$ cat src/rtl/hazard_scoreboard_pkg.sv
// Shared types and constants for the D-stage hazard scoreboard:
// Tnew/Tuse encodings, the in-flight write shadow entry, and MD unit latencies.
package hazard_pkg;

  localparam int unsigned TW_DEF          = 2;
  localparam int unsigned MDW             = 4;
  localparam int unsigned MULT_CYCLES_DEF = 5;
  localparam int unsigned DIV_CYCLES_DEF  = 10;

  localparam logic [TW_DEF-1:0] T0 = TW_DEF'(0);
  localparam logic [TW_DEF-1:0] T1 = TW_DEF'(1);
  localparam logic [TW_DEF-1:0] T2 = TW_DEF'(2);

  localparam logic [4:0] ZERO_REG = 5'd0;

  typedef struct packed {
    logic [4:0]        wa;
    logic              we;
    logic [TW_DEF-1:0] tnew;
  } shadow_t;

  localparam shadow_t BUBBLE = '0;

  // A write to $0 is architecturally a no-op, so it never counts as a producer.
  function automatic logic is_live(shadow_t s);
    return s.we && (s.wa != ZERO_REG);
  endfunction

  function automatic shadow_t age_slot(shadow_t s);
    shadow_t r;
    r = s;
    if (r.tnew != T0) begin
      r.tnew = r.tnew - TW_DEF'(1);
    end
    return r;
  endfunction

endpackage

$ cat src/rtl/hazard_scoreboard_md_busy_counter.sv
// Multiply/divide busy timer: loaded when a mult/div issues out of D,
// counts down to zero, cleared by flush or reset.
module md_busy_counter
  import hazard_pkg::*;
#(
  parameter int unsigned MULT_CYCLES = MULT_CYCLES_DEF,
  parameter int unsigned DIV_CYCLES  = DIV_CYCLES_DEF
) (
  input  logic clk_i,
  input  logic reset_i,
  input  logic flush_i,
  input  logic start_i,
  input  logic div_i,
  output logic busy_o
);

  localparam logic [MDW-1:0] MULT_LD = MDW'(MULT_CYCLES);
  localparam logic [MDW-1:0] DIV_LD  = MDW'(DIV_CYCLES);

  logic [MDW-1:0] cnt_q;
  logic [MDW-1:0] cnt_d;

  always_comb begin
    cnt_d = cnt_q;
    if (flush_i) begin
      cnt_d = '0;
    end else if (start_i) begin
      cnt_d = div_i ? DIV_LD : MULT_LD;
    end else if (cnt_q != '0) begin
      cnt_d = cnt_q - MDW'(1);
    end
  end

  always_ff @(posedge clk_i) begin
    if (reset_i) begin
      cnt_q <= '0;
    end else begin
      cnt_q <= cnt_d;
    end
  end

  assign busy_o = (cnt_q != '0);

endmodule

$ cat src/rtl/hazard_scoreboard.sv
// D-stage hazard scoreboard: shadows in-flight GRF writes through E/M/W and
// stalls a D instruction whose operand Tuse is earlier than the producer's Tnew.
module hazard_scoreboard
  import hazard_pkg::*;
#(
  parameter int unsigned MULT_CYCLES = MULT_CYCLES_DEF,
  parameter int unsigned DIV_CYCLES  = DIV_CYCLES_DEF,
  parameter int unsigned TW          = TW_DEF
) (
  input  logic          clk,
  input  logic          reset,
  input  logic          flush,
  input  logic [4:0]    regRA1_D,
  input  logic [4:0]    regRA2_D,
  input  logic          use1_D,
  input  logic          use2_D,
  input  logic [TW-1:0] tuse1_D,
  input  logic [TW-1:0] tuse2_D,
  input  logic [4:0]    regWA_D,
  input  logic          regWE_D,
  input  logic [TW-1:0] tnew_D,
  input  logic          md_start_D,
  input  logic          md_div_D,
  input  logic          md_use_D,
  output logic          stall,
  output logic          md_busy,
  output logic          ready_E,
  output logic          ready_M
);

  shadow_t e_q, m_q, w_q;
  shadow_t e_d, m_d, w_d;

  logic stall_1, stall_2, stall_md;
  logic md_issue;

  // The youngest matching producer decides; older writes to the same register
  // are already superseded in the forwarding path.
  function automatic logic port_stall(logic rd_en, logic [4:0] ra, logic [TW-1:0] tuse,
                                      shadow_t e, shadow_t m, shadow_t w);
    logic s;
    s = 1'b0;
    if (rd_en) begin
      if (is_live(e) && (e.wa == ra)) begin
        s = (e.tnew > tuse);
      end else if (is_live(m) && (m.wa == ra)) begin
        s = (m.tnew > tuse);
      end else if (is_live(w) && (w.wa == ra)) begin
        s = (w.tnew > tuse);
      end
    end
    return s;
  endfunction

  always_comb begin
    stall_1  = port_stall(use1_D, regRA1_D, tuse1_D, e_q, m_q, w_q);
    stall_2  = port_stall(use2_D, regRA2_D, tuse2_D, e_q, m_q, w_q);
    stall_md = md_use_D && md_busy;
    stall    = stall_1 | stall_2 | stall_md;
  end

  // On flush the old M entry has already committed, so it still moves into W.
  always_comb begin
    if (stall) begin
      e_d = BUBBLE;
    end else begin
      e_d = '{wa: regWA_D, we: regWE_D, tnew: tnew_D};
    end
    m_d = age_slot(e_q);
    w_d = age_slot(m_q);
    if (flush) begin
      e_d = BUBBLE;
      m_d = BUBBLE;
    end
  end

  always_ff @(posedge clk) begin
    if (reset) begin
      e_q <= BUBBLE;
      m_q <= BUBBLE;
      w_q <= BUBBLE;
    end else begin
      e_q <= e_d;
      m_q <= m_d;
      w_q <= w_d;
    end
  end

  assign md_issue = md_start_D && !stall;

  md_busy_counter #(
    .MULT_CYCLES (MULT_CYCLES),
    .DIV_CYCLES  (DIV_CYCLES)
  ) u_md_busy_counter (
    .clk_i   (clk),
    .reset_i (reset),
    .flush_i (flush),
    .start_i (md_issue),
    .div_i   (md_div_D),
    .busy_o  (md_busy)
  );

  assign ready_E = is_live(e_q) && (e_q.tnew == T0);
  assign ready_M = is_live(m_q) && (m_q.tnew == T0);

endmodule
$ cat config.mk
export PLATFORM = sky130hd
export DESIGN_NAME = hazard_scoreboard
export DESIGN_NICKNAME = d
export VERILOG_FILES = /design/src/rtl/hazard_scoreboard_pkg.sv /design/src/rtl/hazard_scoreboard_md_busy_counter.sv /design/src/rtl/hazard_scoreboard.sv
export SDC_FILE = /design/constraint.sdc
export NUM_CORES = 1
export LEC_CHECK = 0
export ABC_CLOCK_PERIOD_IN_PS = 3850
export CAP_MARGIN = 0
export CORE_ASPECT_RATIO = 1.75
export CORE_UTILIZATION = 46
export DETAILED_ROUTE_END_ITERATION = 7
export PLACE_DENSITY = 0.76
export REMOVE_ABC_BUFFERS = 1
export SLEW_MARGIN = 15
export SYNTH_ARGS = -nofsm -noshare
export SYNTH_HDL_FRONTEND = slang
export SYNTH_SLANG_ARGS = --single-unit
$ cat constraint.sdc
create_clock -name clk -period 3.85 [get_ports clk]
set_input_delay 1.155 -clock clk [delete_from_list [all_inputs] [get_ports clk]]
set_output_delay 1.155 -clock clk [all_outputs]
set_load 0.01 [all_outputs]
==> results_dict.tcl, run 1 <==
set metrics [dict create \
    final_cell_mix "buf_4, dfxtp_1, xnor2_1, clkdlybuf4s50_1, nand2_1" \
    avgSynthCellArea_um2 9.33 \
    post_drt_wl_per_cell_um 15.8 \
    port_buffers 33 \
    failed_checks "negative setup slack" \
    max_cap_violations 0 \
    finalSetupViolations 1 \
    core_um2 3400 \
    yosys_warnings 0 \
    routed_wl_um 4540 \
    multi_input_area_um2 1240 \
    start_util_pct 48.9 \
    nFillCells 254 \
    overflow 0 \
    dp_hpwl_um 3350 \
    die_h_um 81.5 \
    p_per_area_nw_per_um2 291 \
    synth_cell_types 38 \
    hold-worst-slack_ns 0.489 \
    cts_sinks 28 \
    grt_pass1_wl_um 7150 \
    crit_type "in2out" \
    final_cell_area_um2 2500 \
    dieWidth_um 47.4 \
    worst_pin_slew_ns 0.363 \
    peakVddDrop_v 0.000286 \
    cellLeakagePower_nw 1.07 \
    cp-end-kind "output pin" \
    drv_slew 0 \
    nets 287 \
    vias_per_cell 5.23 \
    ios 34 \
    place.gp.congestion 0.854 \
    busiest_layer "met2" \
    synthToLayoutAreaGrowth_pct 50.8 \
    num_antenna_cells 0 \
    num_vias 1501 \
    grt_pass1_vias 1602 \
    cts_buffers 3 \
    grt_util_met3_pct 2.86 \
    final-hold-violation-count 0 \
    period_share_pct 100 \
    cts_buffer_depth 2 \
    first_pass_iters 4 \
    fin_crit_ns 3.86 \
    cp.arrival_ns 2.71 \
    cts_tree "done" \
    required_ns 2.69 \
    synth-seq-cells 28 \
    drt_iter0_markers 20 \
    gr-usage-all-layers_pct 26.4 \
    cts-root-buf "clkbuf_8" \
    rsz0062_at_grt "yes" \
    syn-cell-area_um2 1660 \
    fin_ws_ns -0.0143 \
    row_count 28 \
    placed_area_um2 2220 \
    status "finished, violations left" \
    hold_class "reg2reg" \
    cts_max_level 1 \
    antenna_found_initial 0 \
    fmax_mhz 259 \
    drcViolationCount 0 \
    drive_above_1_share_pct 34.3 \
    netlist_instances 178 \
    final_common_cell "buf_4" \
    clock_skew_ns 0.00852 \
    yosysSeqAreaShare_pct 33.8 \
    clk_pin_slew_ns 0.10 \
    use_met2_pct 48.4 \
    use_met1_pct 26.8 \
    slew_headroom_pct 75.8 \
    grt_max_degree 21 \
    cp_max_fo 2 \
    dieArea_um2 3860 \
    insertion_delay_ns 0.28 \
    ant_nets 0 \
    setup.worst_path.start_class "primary input" \
    seqCellArea_um2 561 \
]
-- per-stage QoR --
| step | instances | util (%) | total power [W] | TNS [ns] | setup slack (ns) |
|---|---|---|---|---|---|
| after floorplan | 175 | - | 0.000400 | 0 | 0.0481 |
| after global placement | 278 | 65.4 | 0.000478 | -0.897 | -0.897 |
| after detailed placement | 278 | 65.4 | 0.000484 | -0.916 | -0.916 |
| after CTS | 287 | 72.3 | 0.000723 | -0.0492 | -0.0492 |
| after global routing | 287 | 73.7 | 0.000763 | -0.0892 | -0.0892 |
| final | 287 | 73.7 | 0.000729 | -0.0143 | -0.0143 |
-- power by group --
part	switching, W	internal, W	leakage (nW)
Combinational	0.0000842	0.000101	0.802
Clock	0.0000927	0.000139	0.0357
Sequential	0.0000118	0.000300	0.227
Total	0.000189	0.000540	1.07
-- cell usage after synthesis --
cell type,instances,area (um2)
o211ai_1,1,7.51
mux2i_1,2,20.0
nand2_1,12,45.0
ha_1,14,175
or2_2,1,6.26
nor3_2,1,10.0
nor2_4,1,11.3
and2_2,1,7.51
clkbuf_1,3,11.3
a21o_1,1,7.51
or2_1,1,6.26
o211ai_2,2,25.0
nand3_1,4,20.0
or4_4,1,11.3
a21boi_0,1,7.51
a32o_2,1,11.3
nor3_1,8,40.0
and3_1,11,68.8
xnor2_1,27,236
a211o_1,2,17.5
mux2_1,2,22.5
nand4_1,2,12.5
a21oi_4,1,16.3
nor3b_1,2,15.0
and2_1,6,37.5
o21ai_1,1,5.00
or3_1,1,6.26
inv_1,8,30.0
nor4_1,2,12.5
dfxtp_1,28,561
nor2b_1,12,75.1
or4_1,2,15.0
o21ai_0,5,25.0
o21ai_2,1,8.76
xor2_1,5,43.8
o2111ai_1,2,17.5
inv_2,1,3.75
nor2_1,2,7.51
-- flip-flops by register name, summed over array words and instances, names as in the netlist --
signal and flops:
e_q 8, m_q 8, u_md_busy_counter.cnt_q 4, w_q 8
-- repair_timing --
action | CTS | global route
cloned | 0 | 0
hold buffers | 0 | 0
setup endpoints to repair | 1 | 1
pin swaps | 25 | 12
resized for setup | 85 | 14
buffers inserted | 5 | 0
-- logic make-up (layout without fill, tap and decap cells) --
group | Yosys count | count (layout) | synth area share (%)
mux | 4 | 4 | 2.56
xor+xnor | 32 | 32 | 16.9
buf+inv | 12 | 76 | 2.71
flops | 28 | 28 | 33.8
simple gates | 70 | 70 | 24.6
compound gates | 18 | 18 | 8.97
fa+ha+maj | 14 | 14 | 10.6
-- path summary, 6_finish.rpt --
kind | startpoint | to | slack, ns | cells after the start
setup / recovery | regRA2_D[4] | stall | -0.01 | 9
hold / removal | e_q[2]$_SDFF_PP0_ | m_q[2]$_SDFF_PP0_ | 0.49 | 1
hold reg to reg | e_q[2]$_SDFF_PP0_ | m_q[2]$_SDFF_PP0_ | 0.49 | 1
setup reg to reg | m_q[3]$_SDFF_PP0_ | u_md_busy_counter.cnt_q[2]$_SDFFE_PP0P_ | 1.02 | 11
-- layer usage --
metal	vias up	part of all wire [%]	wire length [um]
met1	704	35	1580
met4	0	5.0	225
met5	-	0	0
met3	17	2.5	113
li1	742	-	-
met2	38	58	2620
-- cell type report --
cell class	instances	area share (%)
Clock buffer	3	1.65
Inverter	9	1.75
Tap cell	45	2.25
Clock inverter	1	1.20
Multi-Input combinational cell	138	49.5
Timing Repair Buffer	63	21.2
Sequential cell	28	22.4
-- worst max-delay path, stage by stage --
cell and delay (ns):
buf_6 0.10, xnor2_2 0.12, nand4_1 0.21, or2_4 0.29, a211o_1 0.29, a32o_2 0.25, a21oi_4 0.14, inv_2 0.05
buf_6 0.11
(Power assumes the default switching activity.)
==> inputs of run 2 (changes only) <==
--- a/config.mk
+++ b/config.mk
@@ -8,9 +8,8 @@
 export ABC_CLOCK_PERIOD_IN_PS = 3850
 export CAP_MARGIN = 0
 export CORE_ASPECT_RATIO = 1.75
-export CORE_UTILIZATION = 46
+export CORE_UTILIZATION = 38
 export DETAILED_ROUTE_END_ITERATION = 7
-export PLACE_DENSITY = 0.76
 export REMOVE_ABC_BUFFERS = 1
 export SLEW_MARGIN = 15
 export SYNTH_ARGS = -nofsm -noshare
==> results_dict.tcl, run 2 (synthesized netlist as in run 1, its figures left out) <==
set metrics [dict create \
    final_cell_area_um2 2450 \
    grt_pass1_wl_um 6970 \
    max_cap_violations 0 \
    required_ns 2.69 \
    ant_nets 0 \
    cts-root-buf "clkbuf_8" \
    final-hold-violation-count 0 \
    fmax_mhz 257 \
    p_sw_share_pct 25.6 \
    overflow 0 \
    drv_slew 0 \
    die_h_um 89.4 \
    cp-end-kind "output pin" \
    start_util_pct 40.0 \
    fin_crit_ns 3.89 \
    dp_slack_ns -0.924 \
    peakVddDrop_v 0.000229 \
    met3_length_um 123 \
    clkPwrFrac_pct 32.4 \
    finalSetupViolations 1 \
    slew_headroom_pct 75.5 \
    final_core_utilization_pct 59.0 \
    drcViolationCount 0 \
    fin_ws_ns -0.0374 \
    switching_power_w 0.000184 \
    p_comb_share_pct 24.6 \
    ios 34 \
    wl_met1_um 1650 \
    failed_checks "negative setup slack" \
    placed_area_um2 2230 \
    cp_max_fo 2 \
    routed_wl_um 4440 \
    clock_skew_ns 0.00783 \
    grt_max_degree 17 \
    num_vias 1492 \
    final_cell_mix "buf_4, dfxtp_1, xnor2_1" \
    finalSetupTns_ns -0.0374 \
    cts_max_level 1 \
    antenna_found_initial 0 \
    cp.arrival_ns 2.73 \
    clk_pin_slew_ns 0.10 \
    vias_per_cell 5.09 \
    post_drt_wl_per_cell_um 15.1 \
    drt_iter0_markers 19 \
    met2_length_um 2500 \
    row_count 31 \
    seq_power_share_pct 42.9 \
    hold_class "reg2reg" \
    p_per_area_nw_per_um2 295 \
    p_int_w 0.000537 \
    grt_pass1_vias 1582 \
    num_antenna_cells 0 \
    period_share_pct 101 \
    worst_pin_slew_ns 0.366 \
    dp_hpwl_um 3530 \
    dieArea_um2 4650 \
    cts_sinks 28 \
    reg.largest.list "e_q (8), m_q (8), w_q (8)" \
    port_buffers 33 \
    rsz0062_at_grt "yes" \
    synthToLayoutAreaGrowth_pct 47.5 \
    cellLeakagePower_nw 1.05 \
    gr-usage-all-layers_pct 20.6 \
    cts_hold_buf 0 \
    nets 289 \
    cts_tree "done" \
    first_pass_iters 3 \
    insertion_delay_ns 0.28 \
    cts_buffer_depth 2 \
    dieWidth_um 52.0 \
    crit_type "in2out" \
    place.gp.congestion 0.867 \
    status "finished, violations left" \
    dr.max_layer_used "met4" \
    drive_above_1_share_pct 31.6 \
    final_common_cell "buf_4" \
    cts_buffers 3 \
    core_um2 4150 \
    hold-worst-slack_ns 0.471 \
    setup.worst_path.start_class "primary input" \
]
==> run 2: power groups by stage <==
stage	combinational, W	sequential (W)	clock (W)
floorplan	0.0000858	0.000314	0
global placement	0.000163	0.000316	0
detailed placement	0.000169	0.000316	0
CTS	0.000174	0.000310	0.000239
global route	0.000195	0.000311	0.000253
finish	0.000178	0.000310	0.000234
==> run 2: routing by layer <==
layer  vias to the layer above  global-route usage, %
met1                       695                   18.5
met4                         0                   12.5
met2                        36                   41.1
li1                        748                      -
met5                         -                      0
met3                        13                   2.38
==> run 2: layout make-up <==
cell class | count | area [um2]
clock buffer | 3 | 41.3
fill | 366 | 1700
sequential | 28 | 561
clock inverter | 1 | 30.0
multi-input combinational | 138 | 1170
tap | 49 | 61.3
inverter | 9 | 48.8
timing repair buffer | 65 | 539
==> run 2: worst paths after layout <==
kind	start	endpoint	slack, ns	cells past startpoint
worst max-delay path	regRA1_D[3]	stall	-0.04	10
worst min-delay path	m_q[0]$_SDFF_PP0_	w_q[0]$_SDFF_PP0_	0.47	1
worst max register to register	m_q[3]$_SDFF_PP0_	u_md_busy_counter.cnt_q[0]$_SDFFE_PP0P_	1.10	11
worst min register to register	m_q[0]$_SDFF_PP0_	w_q[0]$_SDFF_PP0_	0.47	1
==> run 2: stage by stage <==
step                std cells  total power (W)
detailed placement        282         0.000486
floorplan                 175         0.000400
CTS                       293         0.000723
global route              293         0.000759
finish                    293         0.000721
global placement          282         0.000479
==> run 2: what timing repair did <==
action,in CTS,in global routing
endpoints found under the setup margin,1,1
buffers inserted,7,0
gates resized for setup,74,11
pin swaps,21,7
hold endpoints to repair,0,0
==> run 2: worst max-delay path, cell delays in order <==
cell and delay (ns):
clkdlybuf4s15_2 0.21, buf_4 0.15, xor2_1 0.15, nor4_1 0.07, buf_4 0.14, a211o_1 0.27
a32o_2 0.30, a21oi_4 0.12, inv_2 0.05, buf_6 0.11
